### src/rtl/spi_reg_bank.sv
// spi_reg_bank: SPI slave bank of NOF_DATA_WORDS 8-bit registers, command byte {R/nW, addr}, all pins oversampled in clk_i.
// Optional macro SPI_REG_BANK_WR_STROBE_EN adds wr_strobe_o / wr_addr_o write notification ports.
module spi_reg_bank #(
  parameter int         NOF_DATA_WORDS   = 4,
  parameter int         NOF_ADDRESS_BITS = 2,
  parameter int         SPI_MODE         = 0,
  parameter logic [7:0] RESET_VALUE      = 8'h00
) (
  input  logic                          clk_i,
  input  logic                          reset_n_i,
  input  logic                          miso_i,
  input  logic                          scl_i,
  input  logic                          cs_i,
  output logic                          mosi_o,
  output logic                          busy_o,
  output logic [NOF_DATA_WORDS*8-1:0]   data_o
`ifdef SPI_REG_BANK_WR_STROBE_EN
  ,
  output logic                          wr_strobe_o,
  output logic [NOF_ADDRESS_BITS-1:0]   wr_addr_o
`endif
);
  localparam int NA   = NOF_ADDRESS_BITS;
  localparam bit CPOL = SPI_MODE >= 2;
  localparam bit CPHA = (SPI_MODE % 2) == 1;
  typedef enum logic [1:0] {IDLE, CMD, WDATA, RDATA} state_e;
  state_e          state_q, state_d;
  logic [2:0]      scl_q;
  logic [1:0]      cs_q, miso_q;
  logic            armed_q, done_q, mosi_q;
  logic [2:0]      cnt_q;
  logic [7:0]      rx_q, tx_q;
  logic [NA-1:0]   addr_q, addr_d, nxt_addr;
  logic [7:0]      regs_q [2**NA];
  logic            active, smp, shf, cmd_done, dat_done, we, ld;
  logic [7:0]      ld_byte;
  function automatic logic in_rng(input logic [NA-1:0] a);
    return int'(a) < NOF_DATA_WORDS;
  endfunction
  assign active = state_q != IDLE;
  assign smp    = active & (CPOL == CPHA ? (scl_q[1] & ~scl_q[2]) : (~scl_q[1] & scl_q[2]));
  assign shf    = active & (CPOL == CPHA ? (~scl_q[1] & scl_q[2]) : (scl_q[1] & ~scl_q[2]));
  // Two-flop synchronisers; scl_q[2] is the previous synced SCL for edge detection.
  // armed_q blocks a frame already in progress when reset was released.
  always_ff @(posedge clk_i or negedge reset_n_i)
    if (!reset_n_i) begin
      scl_q   <= {3{CPOL}};
      cs_q    <= '0;
      miso_q  <= '0;
      armed_q <= 1'b0;
    end else begin
      scl_q   <= {scl_q[1:0], scl_i};
      cs_q    <= {cs_q[0], cs_i};
      miso_q  <= {miso_q[0], miso_i};
      armed_q <= armed_q | cs_q[1];
    end
  // FSM state register.
  always_ff @(posedge clk_i or negedge reset_n_i)
    if (!reset_n_i) state_q <= IDLE;
    else state_q <= state_d;
  // FSM next state: CS high always returns to IDLE; the command byte picks read or write.
  always_comb begin
    state_d = state_q;
    if (cs_q[1]) state_d = IDLE;
    else if (state_q == IDLE && armed_q) state_d = CMD;
    else if (state_q == CMD && done_q) state_d = rx_q[7] ? RDATA : WDATA;
  end
  // FSM outputs: address sequencing, register write enable and tx reload.
  always_comb begin
    cmd_done = done_q & (state_q == CMD);
    dat_done = done_q & (state_q == WDATA || state_q == RDATA);
    nxt_addr = addr_q == NA'(NOF_DATA_WORDS - 1) ? '0 : addr_q + 1'b1;
    addr_d   = cmd_done ? rx_q[NA-1:0] : dat_done ? nxt_addr : addr_q;
    we       = done_q & (state_q == WDATA) & in_rng(addr_q);
    ld       = (cmd_done & rx_q[7]) | (done_q & (state_q == RDATA));
    ld_byte  = in_rng(addr_d) ? regs_q[addr_d] : 8'h00;
    busy_o   = armed_q & ~cs_q[1];
    mosi_o   = mosi_q & (state_q == RDATA);
  end
  // Datapath: bit counter, rx/tx shifters and register array.
  // With CPHA=0 the shift edge right after a byte boundary is skipped: the reload already put the MSB out.
  always_ff @(posedge clk_i or negedge reset_n_i)
    if (!reset_n_i) begin
      cnt_q  <= '0;
      done_q <= 1'b0;
      rx_q   <= '0;
      tx_q   <= '0;
      mosi_q <= 1'b0;
      addr_q <= '0;
      for (int k = 0; k < 2**NA; k++) regs_q[k] <= RESET_VALUE;
    end else begin
      cnt_q  <= active ? cnt_q + {2'b00, smp} : 3'd0;
      done_q <= smp & (cnt_q == 3'd7);
      if (smp) rx_q <= {rx_q[6:0], miso_q[1]};
      addr_q <= addr_d;
      if (we) regs_q[addr_q] <= rx_q;
      if (ld) begin
        tx_q <= CPHA ? ld_byte : {ld_byte[6:0], 1'b0};
        if (!CPHA) mosi_q <= ld_byte[7];
      end else if (shf && state_q == RDATA && (CPHA || cnt_q != 3'd0)) begin
        mosi_q <= tx_q[7];
        tx_q   <= {tx_q[6:0], 1'b0};
      end
    end
  // Flatten the register array onto data_o.
  always_comb
    for (int k = 0; k < NOF_DATA_WORDS; k++) data_o[8*k +: 8] = regs_q[k];
`ifdef SPI_REG_BANK_WR_STROBE_EN
  logic          wr_strobe_q;
  logic [NA-1:0] wr_addr_q;
  // Pulse in the cycle the written value appears on data_o; dropped writes never reach here.
  always_ff @(posedge clk_i or negedge reset_n_i)
    if (!reset_n_i) begin
      wr_strobe_q <= 1'b0;
      wr_addr_q   <= '0;
    end else begin
      wr_strobe_q <= we;
      if (we) wr_addr_q <= addr_q;
    end
  assign wr_strobe_o = wr_strobe_q;
  assign wr_addr_o   = wr_addr_q;
`endif
endmodule

### config.mk
export PLATFORM = sky130hd
export DESIGN_NAME = spi_reg_bank
export DESIGN_NICKNAME = d
export VERILOG_FILES = /design/src/rtl/spi_reg_bank.sv
export SDC_FILE = /design/constraint.sdc
export NUM_CORES = 1
export LEC_CHECK = 0
export ABC_AREA = 1
export CAP_MARGIN = 10
export CORE_MARGIN = 2
export CORE_UTILIZATION = 57
export CTS_BUF_LIST = sky130_fd_sc_hd__clkbuf_2
export DETAILED_ROUTE_END_ITERATION = 10
export GPL_ROUTABILITY_DRIVEN = 0
export PLACE_DENSITY_LB_ADDON = 0.12
export SYNTH_ARGS = -nofsm -noshare
export SYNTH_HDL_FRONTEND = slang
export SYNTH_SLANG_ARGS = --single-unit
### constraint.sdc
create_clock -name clk_i -period 2.4 [get_ports clk_i]
set_clock_uncertainty 0.2 [all_clocks]
set_input_delay 0.48 -clock clk_i [delete_from_list [all_inputs] [get_ports clk_i]]
set_output_delay 0.48 -clock clk_i [all_outputs]
set_load 0.03 [all_outputs]
==> impl_metrics.tcl, run 1 <==
set metrics [dict create \
    cpPeakStageDelay_ps 690 \
    antenna_cells 0 \
    ys_async_sr_fraction_pct 100 \
    crit_arrival_ps 1620 \
    ys_top_cells_by_area "dfrtp_1 55%, nand2_1 14%, inv_1 7.8%" \
    core_um2 5040 \
    fillCellCount 439 \
    hold_viol 0 \
    dp_cells 458 \
    finalPower_uw 1860 \
    drive_gt1_share_pct 5.94 \
    clock_path_buffers 2 \
    p_leak_uw 0.00169 \
    synth_fp_nets 367 \
    cts-buffers-inserted 9 \
    final_cells 474 \
    nNetsFinal 411 \
    grt_pass1_wl_um 10300 \
    via_per_inst 4.97 \
    firstDrtPassIters 4 \
    synth.top_cell.area_share_pct 54.7 \
    first_iter_violations 171 \
    syn_inst 356 \
    dpl.hpwl_um 4310 \
    wl_per_cell_um 13.2 \
    first_global_vias 2248 \
    vias 2354 \
    post-synth-top-count-cell "nand2_1" \
    netlist_top_cells_count "113 x nand2_1, 64 x dfrtp_1, 61 x inv_1" \
    cts_tree "done" \
    syn_area_um2 2930 \
    dieArea_um2 5730 \
    synth_edf_count 0 \
    tightest_slew_ps 485 \
    maxSlewHeadroom_pct 67.6 \
    cp_cell_sequence "clkdlybuf4s50_1" \
    required_ps 1720 \
    crit_buf_inv 1 \
    finalWorstPathRequiredPeriod_ps 2300 \
    antenna_found_initial 0 \
    ioPinCount 39 \
    path_max_fanout 3 \
    postCtsSetupRepairBufs 0 \
    io_buffers 38 \
    drv_cap 0 \
    critPathKind "reg2out" \
    worst_path_max_delay_cell "clkdlybuf4s50_1" \
    hp-class "reg2reg" \
    finalWirelength_um 6260 \
    yosys_warnings 0 \
    fmax_mhz 434 \
    setup_viol 0 \
    end_kind "output pin" \
    initial_core_util_pct 58.1 \
    clk_pin_slew_worst_paths_ps 180 \
    finalCritPeriodShare_pct 95.9 \
    crit_family "buffers and inverters" \
    dominantRegCellSynth "dfrtp_1" \
    irDropWorstVdd_mv 0.411 \
    area_growth_pct 18.7 \
    drv_slew 0 \
    status "finished clean" \
    h-tree-depth 3 \
    synth-seq-cells 64 \
    yosysUniqueCellTypes 21 \
    grt_max_degree 65 \
    synth_top_area_cell "dfrtp_1" \
    tns_ps 0 \
    rsz0062_at_grt "false" \
    overflow 0 \
    start_kind "flip-flop" \
    die_w_um 75.7 \
    clkLatencyLatePin_ps 500 \
    ant_nets 0 \
    rows 26 \
    drc_errors 0 \
    ctsRootBufferMaster "clkbuf_2" \
    grt.total_usage_pct 24.9 \
    cts_sinks 64 \
    yosysSeqAreaShare_pct 54.7 \
    die-height_um 75.7 \
    power_density_nw_per_um2 536 \
    syn_avg_cell_area_um2 8.23 \
]
==> what timing repair did <==
item                       in CTS  in global routing
hold endpoints to repair       64                  0
setup endpoints to repair       2                  0
resized for setup               2                  0
hold buffers                    1                  0
==> per-layer routing <==
layer  up-vias  routed length (µm)  track usage, %
met2        51                3000            38.2
met1      1102                2800            33.9
met5         -                   0               0
met4         0                 142            11.9
met3        13                 316            5.69
li1       1188                   -               -
==> registers in the layout, indices dropped and copies added, names as in the netlist <==
signal and cells:
rx_q 8, state_q 2, miso_q 2, mosi_q 1, data_o 32, armed_q 1, cs_q 2, cnt_q 3
done_q 1, scl_q 3, tx_q 7, addr_q 2
==> per-stage QoR <==
step	worst slack [ps]	cell area [µm²]	hold slack, ps	util, %
2_1_floorplan	687	2930	-15.6	-
3_3_place_gp	474	3380	135	66.9
3_5_place_dp	446	3380	139	66.9
4_1_cts	70.6	3480	157	69.0
5_1_grt	17.9	3480	148	69.0
6_report	98.5	3480	170	69.0
==> final cells by class <==
cell class                 instances  area, µm²  area share, %
sequential                        64       1600           46.0
tap                               70       87.6           2.52
multi-input combinational        221       1050           30.1
clock inverter                     6       51.3           1.47
clock buffer                       9       45.0           1.29
inverter                          63        236           6.80
timing repair buffer              41        410           11.8
==> layout by cell type, fill, tap and decap left out <==
cell / instances
a21oi_1: 1
a21oi_4: 1
a22oi_1: 2
buf_12: 1
buf_2: 1
buf_4: 1
bufinv_16: 1
clkbuf_2: 9
clkdlybuf4s50_1: 35
clkinv_1: 4
clkinv_2: 2
dfrtp_1: 64
dlygate4sd2_1: 2
dlygate4sd3_1: 1
ha_1: 6
inv_1: 61
inv_2: 1
nand2_1: 113
nand2_2: 3
nand2_4: 3
nand3_1: 35
nor2_1: 11
nor2_4: 1
nor4_1: 1
o21ai_0: 42
o22ai_1: 1
xnor2_1: 1
==> where the power goes <==
| group | internal (µW) | total [µW] | switching (µW) |
|---|---|---|---|
| sequential | 1120 | 1140 | 19.7 |
| clock | 222 | 600 | 379 |
| combinational | 30.5 | 128 | 97.8 |
==> cell families (layout without fill, tap and decap cells) <==
group,count (synthesis),after routing,share of synthesized area [%]
adder cells (fa/ha/maj),6,6,2.56
XOR/XNOR,1,1,0.299
AO/OA/AOI/OAI,47,47,8.63
AND/OR/NAND/NOR,167,167,24.3
flip-flops,64,64,54.7
buffers and inverters,71,119,9.61
==> path summary, 6_finish.rpt <==
check | startpoint | end | slack, ps | depth (start not counted)
worst max-delay path | data_o[8]$_DFFE_PN0P_ | data_o[8] | 100 | 1
worst min-delay path | scl_q[0]$_DFF_PN0_ | scl_q[1]$_DFF_PN0_ | 170 | 0
worst max register to register | addr_q[0]$_DFF_PN0_ | tx_q[6]$_DFFE_PN0P_ | 530 | 10
worst min register to register | scl_q[0]$_DFF_PN0_ | scl_q[1]$_DFF_PN0_ | 170 | 0
max in group asynchronous | reset_n_i | data_o[15]$_DFFE_PN0P_ | 1420 | 3
min in group asynchronous | reset_n_i | tx_q[1]$_DFFE_PN0P_ | 290 | 3
Power figures use the tool's default switching activity.
==> run 2, diff against run 1 <==
--- a/config.mk
+++ b/config.mk
@@ -8,11 +8,12 @@
 export ABC_AREA = 1
 export CAP_MARGIN = 10
 export CORE_MARGIN = 2
-export CORE_UTILIZATION = 57
+export CORE_UTILIZATION = 45
 export CTS_BUF_LIST = sky130_fd_sc_hd__clkbuf_2
 export DETAILED_ROUTE_END_ITERATION = 10
 export GPL_ROUTABILITY_DRIVEN = 0
 export PLACE_DENSITY_LB_ADDON = 0.12
+export REMOVE_ABC_BUFFERS = 1
 export SYNTH_ARGS = -nofsm -noshare
 export SYNTH_HDL_FRONTEND = slang
 export SYNTH_SLANG_ARGS = --single-unit
==> run 2 against run 1 <==
Effect of this change: non-clock buffer count unchanged; cell count is 1.7% higher; combinational power is 3% lower; critical path depth unchanged; routed wire length increased by 3.4%; sequential power hardly changed; cell area down 0.32%; worst hold slack got worse by 11 ps; clock power fell by 16%; sequential share of layout area rose by 0.15 points; critical endpoint is now data_o[16].
==> impl_metrics.tcl, run 2 (synthesis gave the netlist of run 1 again) <==
set metrics [dict create \
    first_iter_violations 162 \
    whs_ps 160 \
    drv_slew 0 \
    grt_max_degree 65 \
    ctsRootBufferMaster "clkbuf_2" \
    crit_arrival_ps 1590 \
    cts-buffers-inserted 9 \
    maxSlewHeadroom_pct 59.0 \
    wl_per_cell_um 13.4 \
    worstRegToRegCells 10 \
    rsz0062_at_grt "false" \
    via_per_inst 4.83 \
    irDropWorstVdd_mv 0.296 \
    setup_viol 0 \
    ant_nets 0 \
    hp-class "reg2reg" \
    core_um2 6310 \
    status "finished clean" \
    power_density_nw_per_um2 509 \
    use_met1_pct 28.9 \
    antenna_found_initial 0 \
    crit_family "buffers and inverters" \
    clock_path_buffers 2 \
    p_leak_uw 0.00168 \
    grt_pass1_wl_um 10800 \
    h-tree-depth 3 \
    cts_tree "done" \
    worstSetupEndpoint "data_o[16]" \
    firstDrtPassIters 5 \
    grt-busiest-layer "met1" \
    cpPeakStageDelay_ps 690 \
    crit_cells 1 \
    worst_path_max_delay_cell "clkdlybuf4s50_1" \
    timing.rr.end "tx_q[1]$_DFFE_PN0P_" \
    grt.total_usage_pct 19.6 \
    dpl.hpwl_um 4210 \
    first_global_vias 2187 \
    critPathKind "reg2out" \
    end_kind "output pin" \
    drc_errors 0 \
    start_kind "flip-flop" \
    area_growth_pct 18.4 \
    cts_sinks 64 \
    place_area_um2 3380 \
    finalPower_uw 1770 \
    fillCellCount 632 \
    rows 29 \
    antenna_cells 0 \
    tns_ps 0 \
    drv_cap 0 \
    r2r_setup_slack_ps 470 \
    path_max_fanout 3 \
    die_w_um 84.7 \
    ioPinCount 39 \
    tightest_slew_ps 614 \
    initial_core_util_pct 46.4 \
    clkLatencyLatePin_ps 480 \
    grt_util_met2_pct 28.6 \
    use_met3_pct 2.95 \
    fmax_mhz 441 \
    finalWorstPathRequiredPeriod_ps 2270 \
    layout_common_cells "113 x nand2_1, 64 x dfrtp_1, 61 x inv_1, 42 x o21ai_0" \
    layout_commonest_cell "nand2_1" \
    startpoint "data_o[16]$_DFFE_PN0P_" \
    largest_reg_flops 32 \
    cp_cell_sequence "clkdlybuf4s50_1" \
    die-height_um 84.7 \
    reg2reg_from "addr_q[0]$_DFF_PN0_" \
    finalCritPeriodShare_pct 94.5 \
    hold_viol 0 \
    fin_area_um2 3470 \
    required_ps 1720 \
    dieArea_um2 7170 \
    io_buffers 38 \
    drive_gt1_share_pct 6.17 \
    crit_buf_inv 1 \
    clk_pin_slew_worst_paths_ps 170 \
    vias 2329 \
    finalWirelength_um 6470 \
    nNetsFinal 411 \
    overflow 0 \
]
==> run 2: cell types whose count changed in the layout (fill, tap and decap cells not counted), sizes merged <==
cell / previous run / this run
bufinv: 1 / 0
clkinv: 6 / 7
clkbuf: 9 / 10
==> run 2: cell type report <==
type / instances / area [µm²] / area share, %
tap: 77 / 96.3 / 2.78
clock inverter: 6 / 26.3 / 0.758
inverter: 63 / 236 / 6.82
sequential: 64 / 1600 / 46.2
multi-input combinational: 221 / 1050 / 30.2
timing repair buffer: 41 / 410 / 11.8
clock buffer: 10 / 50.0 / 1.44
==> run 2: through the flow <==
| stage | setup slack, ps | instances | utilization, % |
|---|---|---|---|
| 3_5_place_dp | 416 | 465 | 53.6 |
| 2_1_floorplan | 539 | 348 | - |
| 4_1_cts | 84.1 | 482 | 54.9 |
| 6_report | 133 | 482 | 54.9 |
| 5_1_grt | 56.8 | 482 | 54.9 |
| 3_3_place_gp | 468 | 465 | 53.6 |
==> run 2: how the worst min path moves through the flow <==
stage | to | startpoint | cells after the start
final | scl_q[1]$_DFF_PN0_ | scl_q[0]$_DFF_PN0_ | 0
after global routing | scl_q[1]$_DFF_PN0_ | scl_q[0]$_DFF_PN0_ | 0
after CTS | scl_q[1]$_DFF_PN0_ | scl_q[0]$_DFF_PN0_ | 0
after detailed placement | miso_q[1]$_DFF_PN0_ | miso_q[0]$_DFF_PN0_ | 0
after global placement | miso_q[1]$_DFF_PN0_ | miso_q[0]$_DFF_PN0_ | 0
after floorplan | addr_q[0]$_DFF_PN0_ | reset_n_i | 0
==> run 2: routing by layer <==
layer  vias to the layer above  wire (µm)
li1                       1195          -
met1                      1072       3100
met2                        51       2900
met3                        11        353
met4                         0        114
met5                         -          0
==> run 2: what timing repair did <==
action / CTS / global route
setup endpoints to repair: 2 / 0
endpoints found under the hold margin: 64 / 0
hold buffers: 1 / 0
gates resized for setup: 2 / 0
setup buffers: 0 / 0
==> run 2: power by group <==
| part | leakage, µW | switching (µW) | internal [µW] |
|---|---|---|---|
| logic | 0.000760 | 93.5 | 30.5 |
| clock network | 0.0000580 | 379 | 126 |
| registers | 0.000866 | 19.9 | 1120 |
| total | 0.00168 | 492 | 1270 |
